File: config.mk
export PLATFORM = sky130hd
export DESIGN_NAME = dcm_avg_ctrl
export DESIGN_NICKNAME = d
export VERILOG_FILES = /design/src/rtl/dcm_avg_ctrl.sv
export SDC_FILE = /design/constraint.sdc
export NUM_CORES = 1
export LEC_CHECK = 0
export CORE_ASPECT_RATIO = 1.25
export CORE_MARGIN = 2
export CORE_UTILIZATION = 25
export CTS_BUF_LIST = sky130_fd_sc_hd__clkbuf_8
export CTS_CLUSTER_SIZE = 24
export DETAILED_ROUTE_END_ITERATION = 10
export RECOVER_POWER = 25
export REMOVE_ABC_BUFFERS = 1
export SYNTH_ARGS = -nofsm -noshare
export SYNTH_HDL_FRONTEND = slang
export SYNTH_SLANG_ARGS = --single-unit
File: constraint.sdc
create_clock -name clk_in -period 2.2 [get_ports clk_in]
set_clock_uncertainty 0.1 [all_clocks]
set_input_delay 0.44 -clock clk_in [delete_from_list [all_inputs] [get_ports clk_in]]
set_output_delay 0.44 -clock clk_in [all_outputs]
set_load 0.01 [all_outputs]
File: src/rtl/dcm_avg_ctrl.sv
// ----------------------------------------------------------------------------
// dcm_avg_ctrl
//   Duty-cycle-measurement sequencer for a thermometer-code pulse shrinker.
//   Each sample runs clear -> arm -> capture. The captured thermometer code is
//   converted to a count of leading ones and accumulated. Two-to-the-
//   SAMPLES_LOG2 samples are taken for each measured polarity. When the run is
//   complete, the per-polarity averages and their signed difference are
//   published and held until the consumer acknowledges them with finish.
//
// Ports
//   clk_in        measurement clock (posedge)
//   rst           asynchronous active-high reset
//   request       start a measurement (taken only when idle)
//   finish        consumer done with results (taken only in DONE)
//   mode[1:0]     0 = high phase only, 1 = low phase only, 2/3 = high then low
//   theta[LEVEL]  shrinker thermometer code, bit 0 = first stage
//   shrinker_rst  clear to shrinker / SR latches (1 = cleared)
//   pos_neg       polarity select for shrinker input mux (0 = clk, 1 = ~clk)
//   busy          high from accept until DONE is left
//   ready         results valid, held until finish
//   avg_pos       averaged high-phase count
//   avg_neg       averaged low-phase count
//   diff          avg_pos - avg_neg, two's complement
//   bubble_err    sticky per run: some captured code was not a thermometer code
//   state_dbg     current FSM state, for observation only
//
// Handshake: request is a level that is sampled only in IDLE; a high level at
// an edge in IDLE is the accept. ready stays high in DONE until finish is seen
// high at an edge; finish takes priority over request in DONE, and a new
// request is only considered once the FSM is back in IDLE.
// ----------------------------------------------------------------------------
module dcm_avg_ctrl #(
    parameter int LEVEL        = 20,
    parameter int SAMPLES_LOG2 = 2,
    parameter int CLEAR_CYC    = 2,
    parameter int SETTLE       = 7,
    localparam int CW          = $clog2(LEVEL + 1)
) (
    input  logic             clk_in,
    input  logic             rst,
    input  logic             request,
    input  logic             finish,
    input  logic [1:0]       mode,
    input  logic [LEVEL-1:0] theta,
    output logic             shrinker_rst,
    output logic             pos_neg,
    output logic             busy,
    output logic             ready,
    output logic [CW-1:0]    avg_pos,
    output logic [CW-1:0]    avg_neg,
    output logic [CW:0]      diff,
    output logic             bubble_err,
    output logic [2:0]       state_dbg
);

    localparam int AW    = CW + SAMPLES_LOG2;
    localparam int N     = 1 << SAMPLES_LOG2;
    localparam int IW    = SAMPLES_LOG2 + 1;
    localparam int TMAX  = (CLEAR_CYC > SETTLE) ? CLEAR_CYC : SETTLE;
    localparam int TW    = $clog2(TMAX + 1);

    typedef enum logic [2:0] {
        S_IDLE     = 3'd0,
        S_CLEAR    = 3'd1,
        S_ARM      = 3'd2,
        S_CAPTURE  = 3'd3,
        S_DONE_PRE = 3'd4,
        S_DONE     = 3'd5
    } state_t;

    state_t          state;
    state_t          next_state;

    logic [TW-1:0]   tmr;
    logic [IW-1:0]   idx;
    logic [IW-1:0]   idx_inc;
    logic [1:0]      mode_q;
    logic [AW-1:0]   acc_pos;
    logic [AW-1:0]   acc_neg;

    logic [CW-1:0]   lead_cnt;
    logic            seen_zero;
    logic            bubble_hit;

    logic            clear_done;
    logic            arm_done;
    logic            last_sample;
    logic            switch_pol;
    logic [CW-1:0]   avg_pos_nxt;
    logic [CW-1:0]   avg_neg_nxt;

    // Leading-ones count from bit 0; any 1 above the first 0 is a bubble.
    always_comb begin
        lead_cnt   = '0;
        seen_zero  = 1'b0;
        bubble_hit = 1'b0;
        for (int i = 0; i < LEVEL; i++) begin
            if (!seen_zero) begin
                if (theta[i]) lead_cnt = lead_cnt + CW'(1);
                else          seen_zero = 1'b1;
            end else if (theta[i]) begin
                bubble_hit = 1'b1;
            end
        end
    end

    assign clear_done  = (tmr == TW'(CLEAR_CYC - 1));
    assign arm_done    = (tmr == TW'(SETTLE - 1));
    assign idx_inc     = idx + IW'(1);
    assign last_sample = (idx_inc == IW'(N));
    // Finished the high-phase batch of a two-polarity run: go measure low phase.
    assign switch_pol  = last_sample && mode_q[1] && !pos_neg;

    assign avg_pos_nxt = acc_pos[AW-1:SAMPLES_LOG2];
    assign avg_neg_nxt = acc_neg[AW-1:SAMPLES_LOG2];

    // State register
    always_ff @(posedge clk_in or posedge rst) begin
        if (rst) state <= S_IDLE;
        else     state <= next_state;
    end

    // Next-state logic
    always_comb begin
        next_state = state;
        case (state)
            S_IDLE:     if (request) next_state = S_CLEAR;
            S_CLEAR:    if (clear_done) next_state = S_ARM;
            S_ARM:      if (arm_done) next_state = S_CAPTURE;
            S_CAPTURE:  begin
                if (!last_sample || switch_pol) next_state = S_CLEAR;
                else                            next_state = S_DONE_PRE;
            end
            S_DONE_PRE: next_state = S_DONE;
            S_DONE:     if (finish) next_state = S_IDLE;
            default:    next_state = S_IDLE;
        endcase
    end

    // Shrinker runs only in ARM and CAPTURE; decoded from state so that an
    // asynchronous reset forces it high at once.
    assign shrinker_rst = !((state == S_ARM) || (state == S_CAPTURE));
    assign busy         = (state != S_IDLE);
    assign ready        = (state == S_DONE);
    assign state_dbg    = state;

    // Datapath: timers, sample index, accumulators and published results
    always_ff @(posedge clk_in or posedge rst) begin
        if (rst) begin
            tmr        <= '0;
            idx        <= '0;
            mode_q     <= '0;
            pos_neg    <= 1'b0;
            acc_pos    <= '0;
            acc_neg    <= '0;
            avg_pos    <= '0;
            avg_neg    <= '0;
            diff       <= '0;
            bubble_err <= 1'b0;
        end else begin
            case (state)
                S_IDLE: begin
                    if (request) begin
                        tmr        <= '0;
                        idx        <= '0;
                        mode_q     <= mode;
                        pos_neg    <= (mode == 2'd1);
                        acc_pos    <= '0;
                        acc_neg    <= '0;
                        bubble_err <= 1'b0;
                    end
                end
                S_CLEAR: tmr <= clear_done ? '0 : tmr + TW'(1);
                S_ARM:   tmr <= arm_done   ? '0 : tmr + TW'(1);
                S_CAPTURE: begin
                    if (pos_neg) acc_neg <= acc_neg + AW'(lead_cnt);
                    else         acc_pos <= acc_pos + AW'(lead_cnt);
                    bubble_err <= bubble_err | bubble_hit;
                    if (switch_pol) begin
                        pos_neg <= 1'b1;
                        idx     <= '0;
                    end else begin
                        idx     <= idx_inc;
                    end
                end
                S_DONE_PRE: begin
                    avg_pos <= avg_pos_nxt;
                    avg_neg <= avg_neg_nxt;
                    diff    <= {1'b0, avg_pos_nxt} - {1'b0, avg_neg_nxt};
                end
                default: ;
            endcase
        end
    end

endmodule

==> metrics.md, run 1 <==
| Metric | Value |
|---|---|
| Outcome | complete, but fails checks |
| Failing checks | setup timing |
| Final wirelength | 12500 um |
| Gr usage total | 13.7% |
| Pwr Total | 3.60 mW |
| Post-synthesis register bit count | 42 |
| Post-synthesis sequential area ratio | 24.7% |
| Placed cell area | 6010 um2 |
| Worst EP arrival | 9.12 ns |
| EDFF count, synth | 0 |
| Unrepaired setup endpoints after global routing | true |
| Tightest hold margin | 0.377 ns |
| # port buffers | 49 |
| VDD IR max | 276 uV |
| Ys flop type | dfrtp_1 |
| Die X | 121 um |
| CP max stage delay | 0.41 ns |
| Largest cells by area after synthesis | dfrtp_1 25%, ha_1 10%, nand2_1 6.3% |
| Achievable frequency | 111 MHz |
| Critical path's most frequent cell | buf_4 |
| Minimum clock period | 8.98 ns |
| Vias in the first global route | 4585 |
| Hpwl dp | 9440 um |
| Mean Syn Cell Area | 8.07 um2 |
| Origin of the critical flop-to-flop path | acc_pos[0] |
| Crit path to | acc_pos[6] |
| GR Overflow Total | 0 |
| WP depth | 57 |
| Cell count after placement | 923 |
| Clk_lat worst skew | 0.30 ns |
| Critical path class | in2reg |
| Worst Tran Pin Value | 1.06 ns |
| Synthesis Warnings | 0 |
| Initial antenna violation count | 0 |
| Post-route clock period utilization | 408% |
| Drt first pass iters | 4 |
| Layout Nets | 814 |
| Leakage | 3.12 nW |
| Die area | 18100 um2 |
| Slew Limit Fails | 0 |
| Startpoint types | input port |
| Cell Count, Final, Fillers Out | 972 |
| Via-to-Cell Ratio | 4.74 |
| Wire per inst | 12.9 um |
| Crit-path slowest cell | a221oi_1 |
| Worst setup margin | -6.78 ns |
| Critical R2R Capture | acc_pos[6] |
| Diodes inserted | 0 |
| Fraction of layout cells with a size suffix above 1 | 40.8% |
| Crit path from | theta[0] |
| Final-report setup violation count | 15 |
| Top cell type's share of synthesized area | 24.7% |
| Cell with the most instances after synthesis | nand2_1 |
| Cell Area, Synth | 4260 um2 |
| Post-synth ARST share | 100% |
| Worst Path Buf+Inv | 10 |
| Yosys top cell by area | dfrtp_1 |
| Final GP Congestion | 0.829 |
| Worst hold path class | reg2reg |
| R2R setup slack | 0.20 ns |
| Commonest cells in the netlist | 72 x nand2_1, 46 x o21ai_0, 42 x dfrtp_1, 40 x a21oi_1, 36 x nor2_1 |
| Slew HR | 29.3% |
| CTS sink count | 42 |
| Clk root buf | clkbuf_8 |
| Number of max-cap violations | 0 |
| FILL cells | 1642 |
| Crit-path max FO | 3 |
| Core Region | 16800 um2 |
| Number of hold buffers added after CTS | 0 |
| DRC marker count from the first detailed-route iteration | 202 |
| Critical path's top delay family | compound AO/OA/AOI/OAI gates |
| Power per Cell Area | 513 nW/um2 |
| Req. time, crit path | 2.33 ns |
| Chip height | 150 um |
| Via count | 4612 |
| Area Overhead vs Synth | 64.5% |
| Setup crit end kind | flip-flop |
| Starting density of the core | 25.4% |
| CTS tree | yes |
| Final instance area | 7010 um2 |
| First-pass GRT wire length | 20500 um |
| Fin. Hold Viols | 0 |
| Remaining DRCs | 0 |
| Post-Synthesis Cells | 528 |
| Largest net degree at the start of global routing | 43 |
| Final ANT Viol Nets | 0 |
| I/O Pins | 50 |
| Htree depth | 2 |
| Reg2reg path depth | 9 |
| CTS Buf Count | 5 |
| CTS max path bufs | 2 |
| Total negative slack | -80.70 ns |
| Row count | 53 |
| Post-synth cell types | 70 |
| Reg clk slew, reported paths | 0.08 ns |
==> through the flow <==
step,util [%],setup slack [ns]
4_1_cts,40.3,-6.64
3_3_place_gp,35.8,-7.78
3_5_place_dp,35.8,-8.00
6_report,41.8,-6.78
5_1_grt,41.8,-7.26
2_1_floorplan,-,-7.09
==> layout by cell type (no fill, tap or decap), drive strengths merged, types with 11 or more instances in the layout <==
master | netlist | layout
a21oi | 41 | 41
and2 | 11 | 11
buf | 5 | 190
clkdlybuf4s50 | 1 | 39
dfrtp | 42 | 42
ha | 34 | 34
inv | 34 | 33
nand2 | 72 | 72
nand3 | 12 | 12
nor2 | 37 | 37
nor2b | 12 | 12
o21ai | 48 | 48
xnor2 | 21 | 21
xor2 | 17 | 17
==> power by group <==
part	internal (mW)	switching, mW
Clock	0.317	0.269
Combinational	0.974	0.888
Sequential	0.968	0.182
==> how the worst min path moves through the flow <==
| stage | end | from | depth (start not counted) |
|---|---|---|---|
| after global placement | avg_neg[3] | avg_neg[3] | 2 |
| after global routing | diff[5] | diff[5] | 2 |
| after floorplan | idx[1] | idx[1] | 2 |
| final | diff[5] | diff[5] | 2 |
| after detailed placement | diff[5] | diff[5] | 2 |
| after CTS | diff[5] | diff[5] | 2 |
==> registers in the layout, indices dropped and copies added (netlist names) <==
register,count
state_dbg,3
pos_neg,1
acc_neg,7
avg_neg,5
bubble_err,1
diff,6
acc_pos,7
idx,3
avg_pos,5
mode_q,1
tmr,3
==> worst reg2reg max path: cells and delay by family, from the launching register on <==
kind	cells	cell delay (ns)
buf+inv	1	0.05
simple gates	3	0.57
compound gates	3	0.28
flops	1	0.40
fa+ha+maj	2	0.53
==> cell type report <==
class | instances | area (um2) | area share [%]
multi-input cells | 434 | 3450 | 49.3
well taps | 220 | 275 | 3.93
repair buffers | 234 | 1990 | 28.3
inverters | 34 | 128 | 1.82
flip-flops and latches | 42 | 1050 | 15.1
clock buffers | 8 | 110 | 1.57
==> per-layer routing <==
metal / routed length (um) / up-vias / track usage [%]
met5: 0 / - / 0
met3: 381 / 27 / 1.56
met1: 4770 / 2173 / 13.7
li1: - / 2321 / -
met2: 7040 / 91 / 28.9
met4: 324 / 0 / 4.13
==> cells by family (layout without fill, tap and decap cells) <==
family                     Yosys count  count (layout)  share of synthesized area [%]
xor gates and xnor gates            42              42                           10.0
AOI/OAI and AO/OA                  146             146                           21.0
buffers and inverters               52             276                           5.61
adders and majority gates           38              38                           11.6
muxes                               15              15                           3.79
DFF                                 42              42                           24.7
and+or+nand+nor                    193             193                           23.3
==> timing repair <==
action                                 in CTS  in global routing
setup endpoints to repair                  18                 18
pin swaps                                  63                 43
resized for setup                         135                 48
buffers inserted                           36                 14
endpoints found under the hold margin       0                  0
Power figures use the tool's default switching activity.
==> inputs of run 2 (changes only) <==
Settings changed: CTS_BUF_LIST sky130_fd_sc_hd__clkbuf_8 to sky130_fd_sc_hd__clkbuf_4.
==> run 2 against run 1 <==
Against the previous run: the flow still finishes with violations (setup timing); global-route usage rose by 0.088 points; first-iteration DRC count is 18% lower; critical path depth is the same; combinational power rose by 2%; cell count rose by 0.31%; routed wire length rose by 0.55%; critical endpoint unchanged; largest cell class unchanged; largest power group unchanged.
==> metrics.md, run 2 (synthesis results as in run 1) <==
| Metric | Value |
|---|---|
| Outcome | complete, but fails checks |
| Final instance area | 6970 um2 (-0.54%) |
| Startpoint types | input port |
| Fraction of layout cells with a size suffix above 1 | 40.5% (-0.29 points) |
| I/O Pins | 50 (unchanged) |
| Slew Limit Fails | 0 (unchanged) |
| Clk_lat worst skew | 0.37 ns (+0.07 ns) |
| CTS sink count | 42 (unchanged) |
| VDD IR max | 199 uV (-28%) |
| Final wirelength | 12600 um (+0.55%) |
| Req. time, crit path | 2.41 ns (+0.08 ns) |
| Achievable frequency | 112 MHz (+0.99%) |
| Unrepaired setup endpoints after global routing | true |
| Core Region | 16800 um2 (unchanged) |
| Commonest non-fill, non-tap cell in the layout | buf_4 |
| DRC marker count from the first detailed-route iteration | 165 (-18%) |
| Hpwl dp | 9440 um (unchanged) |
| Diodes inserted | 0 (unchanged) |
| Crit-path slowest cell | a221oi_1 |
| Reg clk slew, reported paths | 0.12 ns (+0.04 ns) |
| Htree depth | 2 (unchanged) |
| Layout Nets | 817 (+0.37%) |
| GR Overflow Total | 0 (unchanged) |
| Critical path's most frequent cell | buf_4 |
| Area Overhead vs Synth | 63.7% |
| Biggest regs | acc_neg (7), acc_pos (7), diff (6) |
| Most frequent cells in the layout | 160 x buf_4, 66 x nand2_1, 39 x dfrtp_1 |
| Die X | 121 um (unchanged) |
| Final GP Congestion | 0.829 (unchanged) |
| Worst Tran Pin Value | 1.06 ns (-0.00559 ns) |
| Worst hold path class | reg2reg |
| Reg2reg path depth | 9 (unchanged) |
| Worst hold path stage count | 2 (unchanged) |
| Chip height | 150 um (unchanged) |
| Worst setup margin | -6.70 ns (+0.0881 ns) |
| Crit-path max FO | 3 (unchanged) |
| CTS max path bufs | 2 (unchanged) |
| Placed cell area | 6010 um2 (unchanged) |
| Remaining DRCs | 0 (unchanged) |
| Failing checks | setup timing |
| Initial antenna violation count | 0 (unchanged) |
| Gr usage total | 13.8% (+0.088 points) |
| Clk root buf | clkbuf_4 |
| CP max stage delay | 0.41 ns (about the same) |
| Via-to-Cell Ratio | 4.74 (about the same) |
| Fin. Hold Viols | 0 (unchanged) |
| Final-report setup violation count | 15 (unchanged) |
| First-pass GRT wire length | 20600 um (+0.67%) |
| Vias in the first global route | 4635 (+1.1%) |
| Post-route clock period utilization | 404% (-4.0 points) |
| Critical path class | in2reg |
| Setup WS pre-CTS | -8.00 ns (unchanged) |
| Drt first pass iters | 4 (unchanged) |
| Largest net degree at the start of global routing | 43 (unchanged) |
| Number of hold buffers added after CTS | 0 (unchanged) |
| Setup crit end kind | flip-flop |
| Via count | 4622 (+0.22%) |
| Number of max-cap violations | 0 (unchanged) |
| Leakage | 3.12 nW (-0.12%) |
| Slew HR | 29.6% (+0.37 points) |
| Worst EP arrival | 9.11 ns (about the same) |
| CTS tree | yes |
| Row count | 53 (unchanged) |
| Die area | 18100 um2 (unchanged) |
| Minimum clock period | 8.90 ns (-0.0881 ns) |
| Wire per inst | 12.9 um (+0.24%) |
| Final ANT Viol Nets | 0 (unchanged) |
| # port buffers | 49 (unchanged) |
| Power per Cell Area | 489 nW/um2 (-4.8%) |
| Pwr Total | 3.41 mW (-5.3%) |
| Starting density of the core | 25.4% (unchanged) |
| CTS Buf Count | 5 (unchanged) |
run 2: cell count changes in the layout (fill, tap and decap cells not counted), sizes merged:
cell,change
dlygate4sd2,+1
clkinv,+3
dlymetal6s2s,+2
clkdlybuf4s50,-3
buf,+3
clkbuf,-3
run 2: per-layer routing:
| metal | track usage [%] | share of wire (%) | up-vias |
|---|---|---|---|
| met5 | 0 | 0 | - |
| met2 | 29.2 | 56 | 88 |
| li1 | - | - | 2330 |
| met4 | 4.30 | 2.7 | 0 |
| met1 | 13.7 | 38 | 2177 |
| met3 | 1.45 | 3.2 | 27 |
run 2: path summary, 6_finish.rpt:
| path | endpoint | slack [ns] | startpoint |
|---|---|---|---|
| setup / recovery | acc_pos[6] | -6.70 | theta[0] |
| hold / removal | diff[5] | 0.39 | diff[5] |
| setup reg to reg | acc_pos[6] | 0.20 | acc_pos[0] |
| hold reg to reg | diff[5] | 0.39 | diff[5] |
| max in group asynchronous | state_dbg[1] | 0.57 | rst |
| min in group asynchronous | avg_pos[3] | 0.73 | rst |
run 2: cell type report:
class                      instances  area [um2]
fill                            1652        9810
multi-input combinational        434        3450
timing repair buffer             237        2010
sequential                        42        1050
tap                              220         275
inverter                          34         128
clock buffer                       5        37.5
clock inverter                     3        11.3
run 2: worst max-delay path, delay by kind of cell:
family	cells	cell delay, ns
simple gates	9	1.10
compound gates	22	3.03
mux	5	0.88
xor+xnor	2	0.29
buf+inv	10	1.12
fa+ha+maj	9	2.20
run 2: power by group:
part	leakage, nW	total [mW]	internal [mW]	switching, mW
clock network	0.0277	0.375	0.114	0.261
registers	0.556	1.13	0.967	0.163
logic	2.54	1.90	0.987	0.915
run 2: what timing repair did:
action | 4_1_cts | 5_1_grt
buffers inserted | 42 | 11
gates resized for setup | 137 | 48
setup endpoints to repair | 18 | 17
gates cloned | 0 | 0
pin swaps | 63 | 43
run 2: stage by stage:
stage | setup TNS (ns) | hold WS (ns) | utilization (%) | instances
after global routing | -85.06 | 0.419 | 41.5 | 975
after floorplan | -80.92 | 0.354 | - | 510
after global placement | -94.07 | 0.362 | 35.8 | 923
after detailed placement | -96.41 | 0.365 | 35.8 | 923
final | -79.40 | 0.388 | 41.5 | 975
after CTS | -77.53 | 0.299 | 40.2 | 973
